<file path="src/rtl/apb_slave_mem_if.sv">
// APB completer bus bundle: request signals from the master, response from the memory slave.
interface apb_slave_mem_if #(
    parameter int unsigned DATA_WIDTH = 32,
    parameter int unsigned ADDR_WIDTH = 32
);
    localparam int unsigned STRB_W = DATA_WIDTH / 8;

    logic                  i_psel;
    logic                  i_penable;
    logic                  i_pwrite;
    logic [ADDR_WIDTH-1:0] i_paddr;
    logic [DATA_WIDTH-1:0] i_pwdata;
    logic [STRB_W-1:0]     i_pstrb;
    logic [DATA_WIDTH-1:0] o_prdata;
    logic                  o_pready;
    logic                  o_pslverr;

    modport master (
        output i_psel, i_penable, i_pwrite, i_paddr, i_pwdata, i_pstrb,
        input  o_prdata, o_pready, o_pslverr
    );

    modport slave (
        input  i_psel, i_penable, i_pwrite, i_paddr, i_pwdata, i_pstrb,
        output o_prdata, o_pready, o_pslverr
    );
endinterface

</file>
<file path="src/rtl/apb_slave_mem.sv">
// APB completer with a small word-addressed register memory, programmable wait
// states and PSLVERR on out-of-range or misaligned addresses.
// Optional byte-strobe writes: define APB_SLV_PSTRB_EN.
module apb_slave_mem #(
    parameter int unsigned DATA_WIDTH  = 32,
    parameter int unsigned ADDR_WIDTH  = 32,
    parameter int unsigned MEM_DEPTH   = 16,
    parameter int unsigned WAIT_STATES = 0
) (
    input  logic            i_clk_apb,
    input  logic            i_rst_apb,
    apb_slave_mem_if.slave  slv
);
    localparam int unsigned IDX_W  = $clog2(MEM_DEPTH);
    localparam int unsigned STRB_W = DATA_WIDTH / 8;
    localparam int unsigned CNT_W  = 4;

    typedef enum logic {
        IDLE,
        ACCESS
    } state_t;

    state_t                state;
    logic [CNT_W-1:0]      cnt;
    logic [IDX_W-1:0]      idx_q;
    logic                  wr_q;
    logic                  err_q;
    logic [DATA_WIDTH-1:0] wdata_q;
    logic [DATA_WIDTH-1:0] rdata_q;
    logic [DATA_WIDTH-1:0] prdata;
    logic                  pready;
    logic                  pslverr;
    logic [DATA_WIDTH-1:0] mem [MEM_DEPTH];

    logic [IDX_W-1:0]      idx_c;
    logic                  legal_c;
    logic                  setup_c;
    logic [DATA_WIDTH-1:0] wr_word_c;

    // Address decode: word index plus alignment / upper-bit range check
    assign idx_c   = slv.i_paddr[IDX_W+1:2];
    assign legal_c = (slv.i_paddr[1:0] == 2'b00) &&
                     ((slv.i_paddr >> (IDX_W + 2)) == '0);
    assign setup_c = slv.i_psel && !slv.i_penable;

`ifdef APB_SLV_PSTRB_EN
    logic [STRB_W-1:0] strb_q;

    // Merge latched write data into the current word under the byte strobes
    always_comb begin
        wr_word_c = mem[idx_q];
        for (int k = 0; k < int'(STRB_W); k++) begin
            if (strb_q[k]) begin
                wr_word_c[8*k +: 8] = wdata_q[8*k +: 8];
            end
        end
    end
`else
    logic unused_pstrb_c;

    assign wr_word_c      = wdata_q;
    assign unused_pstrb_c = ^slv.i_pstrb;
`endif

    // Transfer FSM, wait counter, response registers and memory array
    always_ff @(posedge i_clk_apb or posedge i_rst_apb) begin
        if (i_rst_apb) begin
            state   <= IDLE;
            cnt     <= '0;
            idx_q   <= '0;
            wr_q    <= 1'b0;
            err_q   <= 1'b0;
            wdata_q <= '0;
            rdata_q <= '0;
            prdata  <= '0;
            pready  <= 1'b0;
            pslverr <= 1'b0;
`ifdef APB_SLV_PSTRB_EN
            strb_q  <= '0;
`endif
            for (int i = 0; i < int'(MEM_DEPTH); i++) begin
                mem[i] <= '0;
            end
        end else begin
            case (state)
                IDLE: begin
                    prdata  <= '0;
                    pready  <= 1'b0;
                    pslverr <= 1'b0;
                    if (setup_c) begin
                        state   <= ACCESS;
                        cnt     <= CNT_W'(WAIT_STATES);
                        idx_q   <= idx_c;
                        wr_q    <= slv.i_pwrite;
                        err_q   <= !legal_c;
                        wdata_q <= slv.i_pwdata;
                        rdata_q <= mem[idx_c];
`ifdef APB_SLV_PSTRB_EN
                        strb_q  <= slv.i_pstrb;
`endif
                        // Zero wait states: response is ready in the first access cycle
                        if (WAIT_STATES == 0) begin
                            pready  <= 1'b1;
                            pslverr <= !legal_c;
                            prdata  <= (legal_c && !slv.i_pwrite) ? mem[idx_c] : '0;
                        end
                    end
                end

                ACCESS: begin
                    if (!slv.i_psel) begin
                        // Aborted transfer: drop everything, no write
                        state   <= IDLE;
                        cnt     <= '0;
                        prdata  <= '0;
                        pready  <= 1'b0;
                        pslverr <= 1'b0;
                    end else if (cnt != '0) begin
                        cnt <= cnt - CNT_W'(1);
                        if (cnt == CNT_W'(1)) begin
                            pready  <= 1'b1;
                            pslverr <= err_q;
                            prdata  <= (!err_q && !wr_q) ? rdata_q : '0;
                        end
                    end else if (slv.i_penable) begin
                        // Completion: commit a legal write, then release the bus
                        if (wr_q && !err_q) begin
                            mem[idx_q] <= wr_word_c;
                        end
                        state   <= IDLE;
                        prdata  <= '0;
                        pready  <= 1'b0;
                        pslverr <= 1'b0;
                    end
                end

                default: begin
                    state   <= IDLE;
                    prdata  <= '0;
                    pready  <= 1'b0;
                    pslverr <= 1'b0;
                end
            endcase
        end
    end

    assign slv.o_prdata  = prdata;
    assign slv.o_pready  = pready;
    assign slv.o_pslverr = pslverr;

endmodule
</file>
<file path="src/flat_wrapper.sv">
// flat-port wrapper written by rule: the top's interface ports become plain ports
module apb_slave_mem_flat 
#(
    parameter int unsigned DATA_WIDTH  = 32,
    parameter int unsigned ADDR_WIDTH  = 32,
    parameter int unsigned MEM_DEPTH   = 16,
    parameter int unsigned WAIT_STATES = 0
)
  (i_clk_apb, i_rst_apb, slv_i_psel, slv_i_penable, slv_i_pwrite, slv_i_paddr, slv_i_pwdata, slv_i_pstrb, slv_o_prdata, slv_o_pready, slv_o_pslverr);
  apb_slave_mem_if #(.DATA_WIDTH(DATA_WIDTH), .ADDR_WIDTH(ADDR_WIDTH)) slv_i ();
  input  logic i_clk_apb;
  input  logic i_rst_apb;
  input wire logic [$bits(slv_i.i_psel)-1:0] slv_i_psel;
  input wire logic [$bits(slv_i.i_penable)-1:0] slv_i_penable;
  input wire logic [$bits(slv_i.i_pwrite)-1:0] slv_i_pwrite;
  input wire logic [$bits(slv_i.i_paddr)-1:0] slv_i_paddr;
  input wire logic [$bits(slv_i.i_pwdata)-1:0] slv_i_pwdata;
  input wire logic [$bits(slv_i.i_pstrb)-1:0] slv_i_pstrb;
  output wire logic [$bits(slv_i.o_prdata)-1:0] slv_o_prdata;
  output wire logic [$bits(slv_i.o_pready)-1:0] slv_o_pready;
  output wire logic [$bits(slv_i.o_pslverr)-1:0] slv_o_pslverr;
  assign slv_i.i_psel = slv_i_psel;
  assign slv_i.i_penable = slv_i_penable;
  assign slv_i.i_pwrite = slv_i_pwrite;
  assign slv_i.i_paddr = slv_i_paddr;
  assign slv_i.i_pwdata = slv_i_pwdata;
  assign slv_i.i_pstrb = slv_i_pstrb;
  assign slv_o_prdata = slv_i.o_prdata;
  assign slv_o_pready = slv_i.o_pready;
  assign slv_o_pslverr = slv_i.o_pslverr;
  apb_slave_mem #(.DATA_WIDTH(DATA_WIDTH), .ADDR_WIDTH(ADDR_WIDTH), .MEM_DEPTH(MEM_DEPTH), .WAIT_STATES(WAIT_STATES)) u_core (.i_clk_apb(i_clk_apb), .i_rst_apb(i_rst_apb), .slv(slv_i));
endmodule
</file>
<file path="config.mk">
export PLATFORM = sky130hd
export DESIGN_NAME = apb_slave_mem_flat
export DESIGN_NICKNAME = d
export VERILOG_FILES = /design/src/rtl/apb_slave_mem_if.sv /design/src/rtl/apb_slave_mem.sv /design/src/flat_wrapper.sv
export SDC_FILE = /design/constraint.sdc
export NUM_CORES = 1
export LEC_CHECK = 0
export ABC_AREA = 1
export BUFFER_PORTS_ARGS = -buffer_cell sky130_fd_sc_hd__buf_2
export CORE_ASPECT_RATIO = 1.4
export CORE_MARGIN = 4
export CORE_UTILIZATION = 33
export CTS_BUF_LIST = sky130_fd_sc_hd__clkbuf_16
export DETAILED_ROUTE_END_ITERATION = 8
export GPL_TIMING_DRIVEN = 0
export SETUP_SLACK_MARGIN = 0.3
export SLEW_MARGIN = 30
export SYNTH_ARGS = -nofsm -noshare
export SYNTH_HDL_FRONTEND = slang
export SYNTH_SLANG_ARGS = --single-unit
</file>
<file path="constraint.sdc">
create_clock -name i_clk_apb -period 32.1 [get_ports i_clk_apb]
set_input_delay 6.42 -clock i_clk_apb [delete_from_list [all_inputs] [get_ports i_clk_apb]]
set_output_delay 6.42 -clock i_clk_apb [all_outputs]
set_load 0.01 [all_outputs]
</file>
# After elaboration in Yosys (flattened, before gate mapping)
# Cells that the tools add are included.
# Widths: inputs -> output; s select.
[op_classes]
mux = 33
order_cmp = 3
n_bitwise = 4
addsub = 1
reduce_logical = 18
eq_ne = 5
[op_table]
columns = ["operator", "n"]
rows = [
  ["$bwmux 512", 1],
  ["$mux 32", 10],
  ["$bmux 32 s4", 1],
  ["$demux 32 s4", 1],
  ["$pmux 32 s2", 1],
  ["$logic_not 32->1", 1],
  ["$mux 1", 12],
  ["$mux 4", 3],
  ["$ge 5x5->1 const B", 2],
  ["$not 4->5", 2],
  ["$ne 4x4->1 const B", 2],
  ["$pmux 4 s2", 1],
  ["$logic_and 1x1->1", 6],
  ["$pmux 1 s2", 3],
  ["$reduce_and 2->1", 3],
  ["$logic_not 1->1", 5],
  ["$lt 5x1->1 const B", 1],
  ["$reduce_and 5->1", 1],
  ["$eq 4x1->1 const B", 1],
  ["$reduce_bool 4->1", 1],
  ["$sub 4x1->4 const B", 1],
  ["$ne 3x3->1 const B", 1],
  ["$logic_not 2->1", 1],
  ["$ne 2x1->1 const B", 1],
  ["$not 1->1", 2],
]
[word_totals]
inputBits = 73
register_bits = 621

# Logic depth before layout (Yosys ltp)
# Gate-level depths: netlist (run 1).
[logic_depth]
depth_word = 7
mapped_depth = 13

# Worst setup path before layout (run 1)
# No wires, ideal clock.
[synth_path]
path_kind = "input to register"
startpoint = "input slv_i_penable"
endpoint = "register u_core.prdata[0], in the netlist u_core.slv.o_prdata[0]"
setup_time_ns = 0.077
t_required_ns = 32.023
setup_slack_ns = 24.431
arrival_ns = 7.592
stages = 12
path_cell_list = "inv_1 > nand2_1 > inv_1 > nand2_1 > inv_2 > nand2_2 > inv_1 > buf_2 > nand2_1 > nand2_1 > nand2_1 > a21oi_1"
[synth_between]
elab_chain_len = 4
elab_cells_between_ends = 6
classes_between = "1 x eq/ne; 2 x mux; 3 x reduce/logical"
[synth_rtl]
columns = ["item", "line", "rtl"]
rows = [
  ["start, declared", "flat_wrapper.sv:14", "input wire logic [$bits(slv_i.i_penable)-1:0] slv_i_penable;"],
  ["$logic_not 1->1", "apb_slave_mem.sv:44", "assign setup_c = slv.i_psel && !slv.i_penable;"],
  ["$logic_and 1x1->1", "apb_slave_mem.sv:44", ""],
  ["$mux 32", "apb_slave_mem.sv:90", "if (setup_c) begin"],
  ["$pmux 32 s2", "apb_slave_mem.sv:85", "case (state)"],
  ["end signal, assigned", "apb_slave_mem.sv:105", "prdata <= (legal_c && !slv.i_pwrite) ? mem[idx_c] : '0;"],
  ["end signal, assigned", "apb_slave_mem.sv:123", "prdata <= (!err_q && !wr_q) ? rdata_q : '0;"],
  ["end, declared", "apb_slave_mem.sv:30", "logic [DATA_WIDTH-1:0] prdata;"],
]
# Several ways; a longest one is shown, not always the timed one.
# A chain may end at the register's enable or synchronous reset.

# Worst setup path in the final report (run 1)
[layout_path]
startpoint = "input slv_i_paddr[3]"
endpoint = "register u_core.rdata_q[9]"
[layout_between]
elab_chain_len = 4
[layout_rtl]
columns = ["item", "line", "rtl"]
rows = [
  ["start, declared", "flat_wrapper.sv:16", "input wire logic [$bits(slv_i.i_paddr)-1:0] slv_i_paddr;"],
  ["$not 4->5 (not written as such)", "apb_slave_mem.sv:97", "rdata_q <= mem[idx_c];"],
  ["$bmux 32 s4", "apb_slave_mem.sv:97", ""],
  ["$mux 32 (not written as such) (2 in series)", "apb_slave_mem.sv:97", ""],
  ["end signal, assigned", "apb_slave_mem.sv:97", ""],
  ["end, declared", "apb_slave_mem.sv:29", "logic [DATA_WIDTH-1:0] rdata_q;"],
]
# Every way passes these cells. The select of a mux whose other input is x is not followed.

==> results of run 1 <==
==> how the worst max path moves through the flow <==
stage,start,end,depth (start not counted)
after detailed placement,slv_i_paddr[3],u_core.rdata_q[2]$_DFFE_PP0P_,7
after floorplan,i_rst_apb,u_core.cnt[0]$_DFFE_PP0P_,1
after CTS,slv_i_paddr[3],u_core.rdata_q[7]$_DFFE_PP0P_,8
after global placement,i_rst_apb,u_core.mem[292]$_DFFE_PP0P_,2
after global routing,slv_i_paddr[3],u_core.slv.o_prdata[9]$_DFFE_PP0P_,9
final,slv_i_paddr[3],u_core.rdata_q[9]$_DFFE_PP0P_,8
==> layer usage <==
metal | vias up | part of all wire (%) | routed length (um) | GRT usage (%)
li1 | 11262 | - | - | -
met1 | 11890 | 38 | 40200 | 29.0
met2 | 1275 | 46 | 49300 | 39.1
met3 | 401 | 8.1 | 8640 | 3.94
met4 | 2 | 8.4 | 8980 | 16.4
met5 | - | 0.0065 | 7 | 0
==> tightest hold or removal path: stages, from the launching register on <==
cell and delay [ns]:
dfrtp_1 0.34, nand2_1 0.05, o21ai_0 0.06
==> cells in the mapped netlist (all sizes together) <==
master,number
nand2,1212
dfrtp,621
o21ai,553
nand3,449
clkbuf,194
inv,69
a21oi,68
buf,63
nor2,57
a22o,15
nor3,10
nand4,6
clkinv,2
ha,2
and2,1
o21a,1
o22ai,1
o31ai,1
==> report_power, final <==
part           leakage [nW]  total (mW)  switching (mW)  internal (mW)
logic                  4.69       0.291           0.218         0.0726
clock network          1.04       0.751           0.320          0.431
registers              8.54       0.878          0.0328          0.845
total                  14.3        1.92           0.571           1.35
==> state kept, by name, indices dropped and copies added, names as in the netlist <==
| name | flops |
|---|---|
| u_core.slv.o_pslverr | 1 |
| u_core.rdata_q | 32 |
| u_core.slv.o_pready | 1 |
| u_core.idx_q | 4 |
| u_core.cnt | 4 |
| u_core.mem | 512 |
| u_core.wdata_q | 32 |
| u_core.slv.o_prdata | 32 |
| u_core.state | 1 |
| u_core.wr_q | 1 |
| u_core.err_q | 1 |
==> area by class of cell <==
cell class / count / area, sq um
multi-input combinational: 2376 / 10500
buffer: 257 / 1050
antenna: 3 / 7.51
clock inverter: 49 / 504
clock buffer: 61 / 1530
tap: 1071 / 1340
fill: 8592 / 50500
timing repair buffer: 107 / 702
inverter: 71 / 274
sequential: 621 / 15500
==> stage by stage <==
stage | cells | cell area, sq um | hold WS [ns]
detailed placement | 4502 | 29400 | 0.472
finish | 4616 | 31400 | 0.485
floorplan | 3325 | 27300 | 0.449
global route | 4613 | 31400 | 0.502
CTS | 4612 | 31400 | 0.488
global placement | 4495 | 29200 | 0.465
==> cell usage in the layout (no fill, tap or decap) <==
cell type	n
clkinvlp_4	1
nand3_4	2
nand3_1	447
and2_0	1
a21oi_1	68
o21a_1	1
o22ai_1	1
o21ai_1	15
nor3_4	2
clkinv_2	12
clkinv_4	1
clkbuf_8	1
inv_2	3
clkbuf_2	18
o31ai_1	1
nor3_2	1
clkinv_1	14
bufinv_16	11
ha_1	2
buf_16	7
inv_1	76
inv_8	2
dfrtp_1	621
nand2_2	8
diode_2	3
buf_1	11
clkbuf_16	61
nor2_1	57
nor3_1	7
clkbuf_1	176
a22o_1	15
nand2_1	1204
o21ai_0	538
buf_2	151
nand4_2	6
==> cell families after synthesis <==
kind of cell	after synthesis	share of synthesized area (%)
compound gates	639	11.9
fa+ha+maj	2	0.0915
buf+inv	328	4.75
flops	621	56.8
simple gates	1735	26.4
==> impl_metrics.tcl, run 1 <==
set metrics [dict create \
    postCtsHoldBufs 0 \
    row_count 124 \
    max_stage_delay_ns 0.77 \
    antenna_found_initial 7 \
    r2r_setup_slack_ns 29.26 \
    cellLeakagePower_nw 14.3 \
    setup_viol 0 \
    drc_errors 0 \
    rsz0062_at_grt "false" \
    hpwl_um 79100 \
    place.gp.congestion 0.938 \
    vias_per_cell 5.38 \
    post_cts_buffers 0 \
    ioPinCount 107 \
    p_total_mw 1.92 \
    worstReg2RegStart "u_core.state$_DFF_PP0_" \
    clkLatencyLatePin_ns 0.63 \
    netlist.top_cell.by_area "dfrtp_1" \
    cp_common_cell "nand3_1" \
    synth_top_area_share_pct 56.8 \
    hold_path.startpoint "u_core.mem[488]$_DFFE_PP0P_" \
    max_slew.worst_pin.slew_ns 1.14 \
    ff2ff_path_depth 8 \
    synthCells 3325 \
    layout_setup_ws_ns 23.55 \
    setup_tns_ns 0 \
    endpoint_kind "flop" \
    grt_pass1_vias 24024 \
    via_count 24830 \
    required_ns 32.60 \
    io_buffers 99 \
    synthTopCellsByArea "dfrtp_1, nand2_1, o21ai_0, nand3_1, clkbuf_1" \
    worst_r2r_endpoint "u_core.slv.o_prdata[7]$_DFFE_PP0P_" \
    drtIter0Drc 2847 \
    cts-root-buf "clkbuf_16" \
    netlist_area_sq_um 27300 \
    wl_um 107000 \
    holdCritPathClass "reg2reg" \
    ir_worst_vdd_mv 0.0402 \
    grt_pass1_wl_um 157000 \
    finalCritPeriodShare_pct 26.6 \
    post-route-util_pct 38.4 \
    core_region_area_sq_um 81900 \
    cts.path.max_buffers 3 \
    ctsResizeCount 0 \
    crit_type "in2reg" \
    dp_slack_ns 23.10 \
    drive_above_1_share_pct 8.10 \
    path_clk_slew_ns 0.07 \
    power_density_nw_per_um2 61.1 \
    maxCapViolCount 0 \
    hold_depth 2 \
    cts_tree "built" \
    min_period_ns 8.55 \
    ys_ff_latch 621 \
    clock_skew_ns 0.0303 \
    cpLargestDelayFamily "buffers and inverters" \
    max_slew_margin_pct 23.8 \
    crit_fanout 10 \
    whs_endpoint "u_core.mem[488]$_DFFE_PP0P_" \
    grt.total_usage_pct 23.9 \
    status "finished clean" \
    fmax_ghz 0.117 \
    nets 3567 \
    grt_overflow 0 \
    crit_chain "buf_2 > inv_1 > clkbuf_1 > clkbuf_1 > nand3_1 > nand3_1 > nand3_1 > a22o_1" \
    wire_per_inst_um 23.2 \
    syn_nets 3400 \
    grt_max_degree 89 \
    path_buf_inv 4 \
    cts_sinks 621 \
    final-hold-violation-count 0 \
    seq_area_frac_synth_pct 56.8 \
    fp.dieH_um 349 \
    cts_made_buffers 58 \
    slowest_stage "clkbuf_1" \
    slew_violations 0 \
    avgSynthCellArea_sq_um 8.22 \
    crit_path_start_kind "input port" \
    synthToLayoutAreaGrowth_pct 15.0 \
    firstDrtPassIters 6 \
    die_w_um 251 \
    initial_core_util_pct 33.4 \
    cts_max_level 2 \
    ys_types 26 \
    arrival_ns 9.05 \
    dieArea_sq_um 87600 \
    antenna_left 0 \
    yosysWarnings 0 \
]
Note: power is estimated with default switching activity, not from simulation.
==> run 2, diff against run 1 <==
==> constraint.sdc (replaced) <==
create_clock -name i_clk_apb -period 8.3 [get_ports i_clk_apb]
set_input_delay 1.66 -clock i_clk_apb [delete_from_list [all_inputs] [get_ports i_clk_apb]]
set_output_delay 1.66 -clock i_clk_apb [all_outputs]
set_load 0.01 [all_outputs]
==> impl_metrics.tcl, run 2 (synthesis results as in run 1) <==
set metrics [dict create \
    wire_per_inst_um 23.1 \
    clock_skew_ns 0.0171 \
    grt_pass1_vias 24278 \
    cts_made_buffers 57 \
    via_count 24739 \
    antenna_left 0 \
    antenna_found_initial 2 \
    cts_tree "built" \
    finalCritPeriodShare_pct 44.9 \
    drtIter0Drc 2801 \
    required_ns 8.81 \
    grt.total_usage_pct 24.0 \
    max_stage_delay_ns 0.74 \
    ctsResizeCount 0 \
    slowest_stage "clkbuf_1" \
    cts.path.max_buffers 3 \
    fmax_ghz 0.268 \
    row_count 124 \
    crit_path_start_kind "input port" \
    grt_max_degree 30 \
    synthToLayoutAreaGrowth_pct 15.3 \
    regMostFlops "u_core.mem" \
    dieArea_sq_um 87600 \
    drive_above_1_share_pct 8.33 \
    min_period_ns 3.73 \
    die_w_um 251 \
    vias_per_cell 5.35 \
    firstDrtPassIters 6 \
    cts_sinks 621 \
    initial_core_util_pct 33.4 \
    nets 3586 \
    place.gp.congestion 0.945 \
    cp_common_cell "nand3_1" \
    arrival_ns 4.23 \
    crit_chain "buf_2 > inv_1 > clkbuf_1 > clkbuf_1 > nand3_1 > nand3_1 > nand3_1 > a22o_1" \
    grt_pass1_wl_um 158000 \
    cellLeakagePower_nw 14.3 \
    power_density_nw_per_um2 225 \
    crit_type "in2reg" \
    slew_violations 0 \
    setup_tns_ns 0 \
    ioPinCount 107 \
    endpoint_kind "flop" \
    postCtsHoldBufs 0 \
    max_slew_margin_pct 25.9 \
    core_region_area_sq_um 81900 \
    ir_worst_vdd_mv 0.164 \
    rsz0062_at_grt "false" \
    hpwl_um 80100 \
    wl_um 107000 \
    drc_errors 0 \
    crit_fanout 10 \
    largest_register_ffs 512 \
    setup_viol 0 \
    cts-root-buf "clkbuf_16" \
    holdCritPathClass "reg2reg" \
    max_slew.worst_pin.slew_ns 1.11 \
    post-route-util_pct 38.5 \
    final-hold-violation-count 0 \
    post_cts_buffers 0 \
    num_antenna_cells 0 \
    grt_overflow 0 \
    final_common_cell "nand2_1" \
    maxCapViolCount 0 \
    path_clk_slew_ns 0.06 \
    clkLatencyLatePin_ns 0.63 \
    fp.dieH_um 349 \
    cts_max_level 2 \
    layout_common_cells "nand2_1, dfrtp_1, o21ai_0, nand3_1, clkbuf_1" \
    io_buffers 99 \
    status "finished clean" \
]
[run 2: metal layers]
layer / vias to the layer above / global-route usage (%) / wire [um]
li1: 11280 / - / -
met1: 11992 / 29.3 / 40900
met2: 1134 / 39.9 / 50500
met3: 333 / 3.84 / 7770
met4: 0 / 14.3 / 7730
met5: - / 0 / 0
[run 2: worst paths after layout]
| kind | cells past startpoint | end | slack, ns | start |
|---|---|---|---|---|
| setup / recovery | 8 | u_core.rdata_q[6]$_DFFE_PP0P_ | 4.57 | slv_i_paddr[3] |
| hold / removal | 2 | u_core.mem[475]$_DFFE_PP0P_ | 0.48 | u_core.mem[475]$_DFFE_PP0P_ |
| setup reg to reg | 8 | u_core.slv.o_prdata[7]$_DFFE_PP0P_ | 5.66 | u_core.state$_DFF_PP0_ |
| min in group asynchronous | 2 | u_core.slv.o_prdata[26]$_DFFE_PP0P_ | 1.07 | i_rst_apb |
| max in group asynchronous | 9 | u_core.mem[418]$_DFFE_PP0P_ | 5.50 | i_rst_apb |
| hold reg to reg | 2 | u_core.mem[475]$_DFFE_PP0P_ | 0.48 | u_core.mem[475]$_DFFE_PP0P_ |
[run 2: critical path, delay by kind of cell]
kind / cells / cell delay (ns)
buf+inv: 4 / 1.69
simple gates: 3 / 0.61
compound gates: 1 / 0.26
[run 2: metrics by stage]
stage	instances	instance area, sq um	hold WS (ns)	total power [mW]	setup slack, ns
global route	4623	31500	0.497	7.38	4.59
floorplan	3325	27300	0.449	4.06	-1.84
CTS	4623	31500	0.489	7.10	4.72
global placement	4495	29200	0.466	4.54	-5.79
finish	4623	31500	0.483	7.10	4.57
detailed placement	4523	29800	0.473	4.58	4.09
[run 2: where the power goes]
part / internal [mW] / leakage (nW) / switching (mW) / total [mW]
sequential: 3.27 / 8.54 / 0.125 / 3.40
combinational: 0.300 / 4.87 / 0.848 / 1.15
clock: 1.36 / 0.909 / 1.20 / 2.56
[run 2: layout make-up]
| class | instances | area [sq um] |
|---|---|---|
| Buffer | 257 | 1050 |
| Clock buffer | 57 | 1430 |
| Clock inverter | 43 | 287 |
| Fill cell | 8573 | 50400 |
| Inverter | 71 | 270 |
| Multi-Input combinational cell | 2376 | 10500 |
| Sequential cell | 621 | 15500 |
| Tap cell | 1071 | 1340 |
| Timing Repair Buffer | 127 | 1100 |
